==> src/rtl/camera_config_seq_pkg.sv <==
// Shared types and constants for the camera register configuration sequencer.
package camera_config_seq_pkg;

  typedef enum logic [2:0] {
    ST_IDLE,
    ST_FETCH,
    ST_ISSUE,
    ST_WAIT_LOW,
    ST_WAIT_HIGH,
    ST_DELAY,
    ST_FINISH
  } cam_state_e;

  localparam logic [7:0]  CAM_DELAY_ADDR = 8'hF0;
  localparam logic [15:0] CAM_END_ENTRY  = 16'hFFFF;
  localparam logic [15:0] COM7_RESET     = {8'h12, 8'h80};

  function automatic logic [15:0] cam_entry(input logic [7:0] addr, input logic [7:0] data);
    return {addr, data};
  endfunction

endpackage

==> src/rtl/camera_config_seq_if.sv <==
// Write-request handshake between the configuration sequencer and an SCCB master.
interface camera_config_seq_if;

  logic       sccb_start;
  logic [7:0] sccb_address;
  logic [7:0] sccb_data;
  logic       sccb_ready;

  modport master (
    output sccb_start,
    output sccb_address,
    output sccb_data,
    input  sccb_ready
  );

  modport slave (
    input  sccb_start,
    input  sccb_address,
    input  sccb_data,
    output sccb_ready
  );

endinterface

==> src/rtl/ov7670_reg_rom.sv <==
// OV7670 register table: {addr,data} entries, one-cycle registered read.
module ov7670_reg_rom
  import camera_config_seq_pkg::*;
#(
  parameter int ROM_AW = 6
) (
  input  logic              clk,
  input  logic [ROM_AW-1:0] addr_i,
  output logic [15:0]       entry_o
);

  localparam int DEPTH = 2 ** ROM_AW;

  // addr 0xF0 entries are millisecond delays; 0xFFFF terminates the table
  function automatic logic [15:0] rom_entry(input int unsigned idx);
    case (idx)
      0:       return COM7_RESET;
      1:       return cam_entry(CAM_DELAY_ADDR, 8'h0A);
      2:       return cam_entry(8'h12, 8'h04);
      3:       return cam_entry(8'h11, 8'h01);
      4:       return cam_entry(8'h0C, 8'h00);
      5:       return cam_entry(8'h3E, 8'h00);
      6:       return cam_entry(8'h40, 8'hD0);
      7:       return cam_entry(8'h3A, 8'h04);
      8:       return cam_entry(8'h17, 8'h13);
      9:       return cam_entry(8'h18, 8'h01);
      10:      return cam_entry(CAM_DELAY_ADDR, 8'h00);
      11:      return cam_entry(8'h32, 8'hB6);
      default: return CAM_END_ENTRY;
    endcase
  endfunction

  logic [15:0] table_w [DEPTH];
  logic [15:0] entry_q;

  for (genvar gi = 0; gi < DEPTH; gi++) begin : g_table
    assign table_w[gi] = rom_entry(gi);
  end

  always_ff @(posedge clk) begin
    entry_q <= table_w[addr_i];
  end

  assign entry_o = entry_q;

endmodule

==> src/rtl/camera_config_seq.sv <==
// Walks the OV7670 register table and issues one SCCB write per entry.
// Define CFG_DELAY_EN to execute addr-0xF0 entries as millisecond delays.
module camera_config_seq
  import camera_config_seq_pkg::*;
#(
  parameter int unsigned CLK_FREQ = 27000000,
  parameter int          ROM_AW   = 6
) (
  input  logic                 clk,
  input  logic                 rst_n,
  input  logic                 cfg_start,
  camera_config_seq_if.master  sccb,
  output logic                 busy,
  output logic                 done,
  output logic [ROM_AW-1:0]    entry_idx
);

  if (CLK_FREQ < 1000) begin : g_clk_freq_check
    $error("CLK_FREQ must be at least 1000 Hz");
  end

  cam_state_e        state_q;
  logic [ROM_AW-1:0] idx_q, idx_d;
  logic              start_q, busy_q, done_q;
  logic [7:0]        addr_q, data_q;
  logic [15:0]       rom_entry_w;
  logic              is_end_w, is_delay_w, last_w, adv_w;

`ifdef CFG_DELAY_EN
  localparam logic [31:0] TICKS_PER_MS = 32'(CLK_FREQ / 1000);
  logic [31:0] tick_q;
  logic [31:0] ms_q;
  logic [7:0]  ms_target_q;
  logic        delay_done_w;

  assign delay_done_w = (ms_q == {24'd0, ms_target_q});
`endif

  assign is_end_w   = (rom_entry_w == CAM_END_ENTRY);
  assign is_delay_w = (rom_entry_w[15:8] == CAM_DELAY_ADDR);
  assign last_w     = &idx_q;

  always_comb begin
    adv_w = 1'b0;
    case (state_q)
`ifndef CFG_DELAY_EN
      ST_FETCH:     adv_w = is_delay_w;
`else
      ST_DELAY:     adv_w = delay_done_w;
`endif
      ST_WAIT_HIGH: adv_w = sccb.sccb_ready;
      default:      adv_w = 1'b0;
    endcase
  end

  // The ROM is addressed with the next index so FETCH sees valid data immediately
  always_comb begin
    idx_d = idx_q;
    if (!rst_n) begin
      idx_d = '0;
    end else if (state_q == ST_IDLE && cfg_start) begin
      idx_d = '0;
    end else if (adv_w && !last_w) begin
      idx_d = idx_q + 1'b1;
    end
  end

  ov7670_reg_rom #(
    .ROM_AW (ROM_AW)
  ) u_rom (
    .clk     (clk),
    .addr_i  (idx_d),
    .entry_o (rom_entry_w)
  );

  always_ff @(posedge clk) begin
    if (!rst_n) begin
      state_q <= ST_IDLE;
      idx_q   <= '0;
      start_q <= 1'b0;
      addr_q  <= 8'h00;
      data_q  <= 8'h00;
      busy_q  <= 1'b0;
      done_q  <= 1'b0;
`ifdef CFG_DELAY_EN
      tick_q      <= 32'd0;
      ms_q        <= 32'd0;
      ms_target_q <= 8'd0;
`endif
    end else begin
      idx_q <= idx_d;
      case (state_q)
        ST_IDLE: begin
          if (cfg_start) begin
            done_q  <= 1'b0;
            busy_q  <= 1'b1;
            state_q <= ST_FETCH;
          end
        end
        ST_FETCH: begin
          if (is_end_w) begin
            state_q <= ST_FINISH;
          end else if (is_delay_w) begin
`ifdef CFG_DELAY_EN
            ms_target_q <= rom_entry_w[7:0];
            tick_q      <= 32'd0;
            ms_q        <= 32'd0;
            state_q     <= ST_DELAY;
`else
            state_q <= last_w ? ST_FINISH : ST_FETCH;
`endif
          end else begin
            state_q <= ST_ISSUE;
          end
        end
        ST_ISSUE: begin
          if (sccb.sccb_ready) begin
            addr_q  <= rom_entry_w[15:8];
            data_q  <= rom_entry_w[7:0];
            start_q <= 1'b1;
            state_q <= ST_WAIT_LOW;
          end
        end
        ST_WAIT_LOW: begin
          if (!sccb.sccb_ready) begin
            start_q <= 1'b0;
            state_q <= ST_WAIT_HIGH;
          end
        end
        ST_WAIT_HIGH: begin
          if (sccb.sccb_ready) begin
            state_q <= last_w ? ST_FINISH : ST_FETCH;
          end
        end
        ST_DELAY: begin
`ifdef CFG_DELAY_EN
          if (delay_done_w) begin
            state_q <= last_w ? ST_FINISH : ST_FETCH;
          end else if (tick_q == TICKS_PER_MS - 32'd1) begin
            tick_q <= 32'd0;
            ms_q   <= ms_q + 32'd1;
          end else begin
            tick_q <= tick_q + 32'd1;
          end
`else
          state_q <= ST_FINISH;
`endif
        end
        ST_FINISH: begin
          busy_q  <= 1'b0;
          done_q  <= 1'b1;
          state_q <= ST_IDLE;
        end
        default: state_q <= ST_IDLE;
      endcase
    end
  end

  assign sccb.sccb_start   = start_q;
  assign sccb.sccb_address = addr_q;
  assign sccb.sccb_data    = data_q;
  assign busy              = busy_q;
  assign done              = done_q;
  assign entry_idx         = idx_q;

endmodule
==> src/flat_wrapper.sv <==
// flat-port wrapper written by rule: the top's interface ports become plain ports
module camera_config_seq_flat import camera_config_seq_pkg::*;
#(
  parameter int unsigned CLK_FREQ = 27000000,
  parameter int          ROM_AW   = 6
)
  (clk, rst_n, cfg_start, busy, done, entry_idx, sccb_sccb_start, sccb_sccb_address, sccb_sccb_data, sccb_sccb_ready);
  camera_config_seq_if sccb_i ();
  input  logic clk;
  input  logic rst_n;
  input  logic cfg_start;
  output logic busy;
  output logic done;
  output logic [ROM_AW-1:0] entry_idx;
  output wire logic [$bits(sccb_i.sccb_start)-1:0] sccb_sccb_start;
  output wire logic [$bits(sccb_i.sccb_address)-1:0] sccb_sccb_address;
  output wire logic [$bits(sccb_i.sccb_data)-1:0] sccb_sccb_data;
  input wire logic [$bits(sccb_i.sccb_ready)-1:0] sccb_sccb_ready;
  assign sccb_sccb_start = sccb_i.sccb_start;
  assign sccb_sccb_address = sccb_i.sccb_address;
  assign sccb_sccb_data = sccb_i.sccb_data;
  assign sccb_i.sccb_ready = sccb_sccb_ready;
  camera_config_seq #(.CLK_FREQ(CLK_FREQ), .ROM_AW(ROM_AW)) u_core (.clk(clk), .rst_n(rst_n), .cfg_start(cfg_start), .sccb(sccb_i), .busy(busy), .done(done), .entry_idx(entry_idx));
endmodule
==> config.mk <==
export PLATFORM = sky130hd
export DESIGN_NAME = camera_config_seq_flat
export DESIGN_NICKNAME = d
export VERILOG_FILES = /design/src/rtl/camera_config_seq_pkg.sv /design/src/rtl/camera_config_seq_if.sv /design/src/rtl/ov7670_reg_rom.sv /design/src/rtl/camera_config_seq.sv /design/src/flat_wrapper.sv
export SDC_FILE = /design/constraint.sdc
export NUM_CORES = 1
export LEC_CHECK = 0
export ABC_AREA = 1
export CAP_MARGIN = 5
export CORE_UTILIZATION = 49
export CTS_CLUSTER_DIAMETER = 60
export DETAILED_ROUTE_END_ITERATION = 6
export GPL_TIMING_DRIVEN = 0
export PLACE_DENSITY = 0.79
export SETUP_SLACK_MARGIN = 0.4
export SLEW_MARGIN = 10
export SYNTH_ARGS = -nofsm -noshare
export SYNTH_HDL_FRONTEND = slang
export SYNTH_SLANG_ARGS = --single-unit
==> constraint.sdc <==
create_clock -name clk -period 2.15 [get_ports clk]
set_clock_uncertainty 0.15 [all_clocks]
set_input_delay 0.215 -clock clk [delete_from_list [all_inputs] [get_ports clk]]
set_output_delay 0.215 -clock clk [all_outputs]
set_load 0.03 [all_outputs]
Word level (Yosys, flattened, before mapping) --
Memory sizes are Yosys's and may differ from the RTL's. A register that Yosys moved wholly into a read port is not among the register bits. Index checks and enable logic that the tools add are counted. Widths: inputs -> output; s select.
Cells by class: add/sub/neg operators 1, multiply operators 0, divide/modulo/power cells 0, $lt $le $gt $ge 0, equal/unequal tests 12, shift operators 0, mux-type cells 19, bitwise logic cells 1, reductions and logical operators 11
Operator list (count):
- $mux 3 | 7
- $mux 6 | 3
- $pmux 3 s6 | 1
- $eq 16x16->1 const B | 1
- $eq 3x3->1 const B | 3
- $eq 8x8->1 const B | 1
- $ne 2x2->1 const B | 4
- $pmux 1 s2 | 4
- $not 6->7 | 1
- $add 6x1->6 const B | 1
- $eq 3x2->1 const B | 2
- $reduce_and 6->1 | 1
- $mux 1 | 4
- $reduce_and 2->1 | 2
- $reduce_and 4->1 | 1
- $reduce_bool 2->1 | 2
- $eq 3x1->1 const B | 1
- $logic_not 3->1 | 1
- $reduce_and 3->1 | 1
- $logic_and 1x1->1 | 2
- $logic_not 1->1 | 1
Word-level totals: register bits 28, latch bits 0, bits in writable memories 0, memory bits (read-only) 1024, input bits 4, output and inout bits 25, word-level logic and storage cells 52, memories 1
Memories:
- (name not given) | words 64, width 16, read ports 1, clocked after memory_dff 1, wr ports 0, RTL line ov7670_reg_rom.sv:41 | entry_q <= table_w[addr_i];

Logic depth before layout (Yosys ltp) --
Gate-level depths: netlist of run 1.
word-level depth 7, gate-level depth with buffers 17, gate-level depth less buffers 16

Modules after synthesis --
A second synthesis of run 1 with hierarchy kept.
Second synthesis, totals: cells, all modules 281, area, all modules 2037.0 sq um
Modules (own cells, without submodules):
- camera_config_seq | instances 1, cells an instance 197, area each 1363.8 sq um, sequential area each 560.5 sq um
- ov7670_reg_rom | instances 1, cells an instance 84, area each 673.1 sq um, sequential area each 320.3 sq um

Worst setup path before layout of run 1 --
No wires, ideal clock.
kind register -> register, start point reg u_core.idx_q[0] (netlist: u_core.entry_idx[0]), end point reg u_core.u_rom.entry_q[1] (netlist: u_core.u_rom.entry_o[1]), setup time 0.059 ns, data arrival time 2.154 ns, data required time 1.941 ns, path slack -0.213 ns, cell stages (with the launch flop) 14, path buffers 0, period minus slack after synthesis 2.363 ns, cell sequence dfxtp_1 ha_1 nand3_2 nor3_2 inv_2 nand2_4 nand2_1 nand2_1 nand2_1 inv_1 ha_1 a21oi_1 nor2_1 nand2_1
On the way: word-level cells in the longest chain between the ends 7, elaborated cells between the ends (all ways) 8, classes of those cells add/sub (1); mux (3); bitwise (1); reduce/logical (3)
RTL lines:
- start: declaration | RTL line camera_config_seq.sv:23 | logic [ROM_AW-1:0] idx_q, idx_d;
- start signal: assignment | RTL line camera_config_seq.sv:91 | idx_q <= idx_d;
- parallel branches: the longest is 3 deep, another holds $add 6x1->6
- $mux 6 * | RTL line camera_config_seq.sv:63 | end else if (adv_w && !last_w) begin
- $mux 6 * | RTL line camera_config_seq.sv:61 | end else if (state_q == ST_IDLE && cfg_start) begin
- $mux 6 * | RTL line camera_config_seq.sv:59 | if (!rst_n) begin
- $not 6->7 (not written as such) * | RTL line ov7670_reg_rom.sv:41
- end: declaration | RTL line ov7670_reg_rom.sv:34 | logic [15:0] entry_q;
Every way passes the cells marked *. A chain may end at the register's enable or synchronous reset.

Worst setup path after layout of run 1 --
start point reg u_core.state_q[1], end point reg u_core.u_rom.entry_q[11] (netlist: u_core.u_rom.entry_o[11])
On the way: word-level cells in the longest chain between the ends 7, elaborated cells between the ends (all ways) 10, classes of those cells eq/ne (2); mux (4); bitwise (1); reduce/logical (3)
RTL lines:
- start: declaration | RTL line camera_config_seq.sv:22 | cam_state_e state_q;
- start signal: assignment | RTL line camera_config_seq.sv:110 | state_q <= last_w ? ST_FINISH : ST_FETCH;
- start signal: assignment | RTL line camera_config_seq.sv:132 | state_q <= last_w ? ST_FINISH : ST_FETCH;
- $eq 3x3->1 or $eq 3x1->1 (tied branches) | RTL line camera_config_seq.sv:45 | case (state_q)
- $pmux 1 s2 | RTL line camera_config_seq.sv:45
- $logic_and 1x1->1 | RTL line camera_config_seq.sv:63
- $mux 6 | RTL line camera_config_seq.sv:63
- $mux 6 * | RTL line camera_config_seq.sv:61
- $mux 6 * | RTL line camera_config_seq.sv:59
- net u_core.idx_d[1] | RTL line camera_config_seq.sv:23
- $not 6->7 (not written as such) * | RTL line ov7670_reg_rom.sv:41
Mark *: on every way through the listed nets, which the timed path passes. The rest lies on a longest branch.

==> metrics, run 1 <==
status=complete, no violations; internal power=1.448 mW; clock sink count=44; gpl congestion=0.8977; post-DP HPWL=3207 um; clk buf depth=2; Root Driver=clkbuf_8; largest net degree at the start of global routing=15; All-Layer GR Usage=24.04%; first-pass GRT wire length=8086 um; register-to-register setup slack=0.07 ns; Slew HR=68.12%; cells on worst reg2reg path=14; GRT overflow=0; fin crit share=96.82%; LEAKAGE=1.372 nW; mapped cell area=0.002090 sq mm; vias in the first global route=1,749; ranking of synthesized cells by area=dfxtp_1 (42%), nand2_1 (12%), nand3_1 (7.9%), a21oi_1 (6.0%), inv_1 (4.0%); total net switching power=0.6727 mW; die width=67.30 um; R2R Path End=u_core.u_rom.entry_o[11]$_SDFF_PN1_; Worst Path Class, Setup=reg2reg; RSZ-0062 raised after global routing=yes; Reg power frac=43.0%; Fill cells=291; Area Growth Syn to Fin=46.65%; Yosys top cell area share=42.16%; Num CTS Buffers=5; full die area=0.004529 sq mm; cell area after placement=0.002482 sq mm; Worst Hold Class=reg2reg; H-tree Lvls=2; detailed-route via count=2,031; sw frac=31.72%; Post-Synthesis Cells=270; startpoint types=register; first drt pass iteration count=4; combinational cell fraction of total power=27.4%; most common cell after layout, fill and taps aside=nand2_1; dpl ws=-0.1981 ns; Final Critical Period=2.082 ns; Crit. path cell count=14; clock share of power=29.6%; Layout Cells excl Fill=384; CP delay by family, top=simple AND/OR/NAND/NOR gates; Synthesis Warnings=0; ANT nets after route=0; final instance area=0.003064 sq mm; Chip Height=67.30 um; hold-fix buffers at CTS=0; TritonCTS clock tree=done; post-synth cell types=32; CP required=2.19 ns; max incr delay on CP=0.41 ns; most area-hungry cell type in the Yosys netlist=dfxtp_1; WL/cell=13.84 um; Total Wirelength=5316 um; Synthesized Nets=279; FP Rows=23; final hold vios=0; clk slew on worst S/H paths=0.09 ns; Final Power=2.121 mW; dpl cells=348; most frequent cells in the layout=nand2_1 (55), dfxtp_1 (35), nand3_1 (29); FF-to-FF Start=u_core.state_q[1]$_SDFFE_PN0P_; n_diodes=0; Crit-path slowest cell=dfxtp_4; maximum VDD drop=398.8 uV; Starting Density=51.50%; CP startpoint=u_core.state_q[1]$_SDFFE_PN0P_; pwr/cell area=692.0 mW/mm^2; sequential-to-total area share from yosys stat=42.16%; CP bufs+invs=5; initial drt markers=148; CP endpoint kind=register; detailed-route DRC error count=0; MaxCap Viol Count=0; Port Buf Inserts=28; worst path cell trace=inv_6 > buf_12 > nand3_2 > nand2_4 > inv_4 > buf_12 > o21ai_4 > nor2_4 > ha_4 > inv_2 > nand3_1 > nand2_1 > o21ai_1 > nand2_1; FF+latch count, synth=44; Worst Max-Slew Pin Slew=0.4782 ns; core region area=0.004058 sq mm; Fmax=480.4 MHz; CP Capture Point=u_core.u_rom.entry_o[11]$_SDFF_PN1_; WHS=0.3126 ns; CP Data Arrival Time=2.13 ns; layout cells sized above 1=35.33%; antenna violations before repair=0; CP max FO=10; num ports=29; endpoints failing setup=0; drt via density=5.289; Slew Limit Fails=0; Avg Cell Area, Syn=7.739 sq um; number of nets in the layout=342; final worst-path setup slack=0.06839 ns; Worst-Skew Late Latency=0.30 ns
per-layer routing:
metal	wire [um]	vias to the layer above	part of all wire (%)	track usage, %
li1	-	1007	-	-
met1	2351	970	44	30.19
met2	2688	49	51	39.25
met3	197	5	3.7	4.899
met4	79	0	1.5	11.17
met5	0	-	0	0
final cells by class:
type	instances	area, sq um	area share, %
Inverter	27	121.4	3.961
Clock buffer	7	107.6	3.512
Buffer	8	61.31	2.001
Sequential cell	44	899.6	29.36
Clock inverter	1	8.758	0.2858
Tap cell	50	62.56	2.042
Multi-Input combinational cell	191	1277	41.69
Timing Repair Buffer	56	525.5	17.15
worst reg2reg max path: cells and delay by family, from the launching register on:
kind | cells | cell delay (ns)
and+or+nand+nor | 6 | 0.62
buffers and inverters | 5 | 0.46
DFF | 1 | 0.41
adders and majority gates | 1 | 0.17
AOI/OAI and AO/OA | 2 | 0.16
power by group through the flow:
| stage | clock (mW) | combinational (mW) | sequential [mW] |
|---|---|---|---|
| finish | 0.629 | 0.581 | 0.911 |
| CTS | 0.634 | 0.464 | 0.903 |
| detailed placement | 0 | 0.399 | 0.911 |
| global placement | 0 | 0.394 | 0.910 |
| floorplan | 0 | 0.269 | 0.940 |
| global route | 0.673 | 0.620 | 0.917 |
Yosys cell counts (all sizes together):
| library cell | count |
|---|---|
| a31oi | 2 |
| o31ai | 1 |
| nand4 | 5 |
| ha | 5 |
| nand3 | 37 |
| inv | 27 |
| nor2 | 16 |
| nand2 | 80 |
| dfxtp | 44 |
| xnor2 | 1 |
| nor3 | 3 |
| o211ai | 2 |
| o21bai | 1 |
| a21oi | 26 |
| nand3b | 2 |
| xor2 | 3 |
| buf | 4 |
| clkbuf | 4 |
| o21ai | 7 |
registers in the layout (all words and copies together), names as in the netlist:
signal	cells
u_core.done	1
u_core.sccb.sccb_address	8
u_core.sccb.sccb_data	8
u_core.busy	1
u_core.u_rom.entry_o	16
u_core.entry_idx	6
u_core.state_q	3
u_core.sccb.sccb_start	1
metrics by stage:
| stage | setup TNS (ns) | utilization [%] |
|---|---|---|
| 2_1_floorplan | 0 | - |
| 3_3_place_gp | -1.761 | 61.18 |
| 3_5_place_dp | -2.260 | 61.18 |
| 4_1_cts | 0 | 70.24 |
| 5_1_grt | -0.04329 | 75.52 |
| 6_report | 0 | 75.52 |
worst min path at each step:
stage | slack (ns) | depth (start not counted) | from | to
final | 0.31 | 2 | u_core.sccb.sccb_data[1]$_SDFFE_PN0P_ | u_core.sccb.sccb_data[1]$_SDFFE_PN0P_
after global routing | 0.33 | 2 | u_core.sccb.sccb_address[6]$_SDFFE_PN0P_ | u_core.sccb.sccb_address[6]$_SDFFE_PN0P_
after CTS | 0.31 | 2 | u_core.sccb.sccb_address[1]$_SDFFE_PN0P_ | u_core.sccb.sccb_address[1]$_SDFFE_PN0P_
after detailed placement | 0.30 | 2 | u_core.sccb.sccb_address[1]$_SDFFE_PN0P_ | u_core.sccb.sccb_address[1]$_SDFFE_PN0P_
after global placement | 0.30 | 2 | u_core.sccb.sccb_address[1]$_SDFFE_PN0P_ | u_core.sccb.sccb_address[1]$_SDFFE_PN0P_
after floorplan | 0.23 | 2 | rst_n | u_core.sccb.sccb_address[0]$_SDFFE_PN0P_
repair_timing:
action,in CTS,in global routing
pin swaps,15,10
endpoints found under the setup margin,32,44
gates resized for setup,39,32
setup buffers,15,13
cells by family (layout without fill, tap and decap cells):
logic type / count (synthesis) / count (layout) / share of synthesized area, %
buffers and inverters: 35 / 99 / 7.365
DFF: 44 / 44 / 42.16
xor gates and xnor gates: 4 / 4 / 1.677
adders and majority gates: 5 / 5 / 2.994
and+or+nand+nor: 143 / 143 / 34.43
AOI/OAI and AO/OA: 39 / 39 / 11.38
Note: power is estimated with default switching activity, not from simulation.
==> run 2: changes to the inputs <==
- CTS_CLUSTER_SIZE: unset -> 8
==> results of run 2 <==
No change in the layout: final DEF, timing and power equal those of run 1.
==> run 3: changes to the inputs <==
- HOLD_SLACK_MARGIN: unset -> 0.06
==> results of run 3 <==
No change in the layout: final DEF, timing and power equal those of run 1.
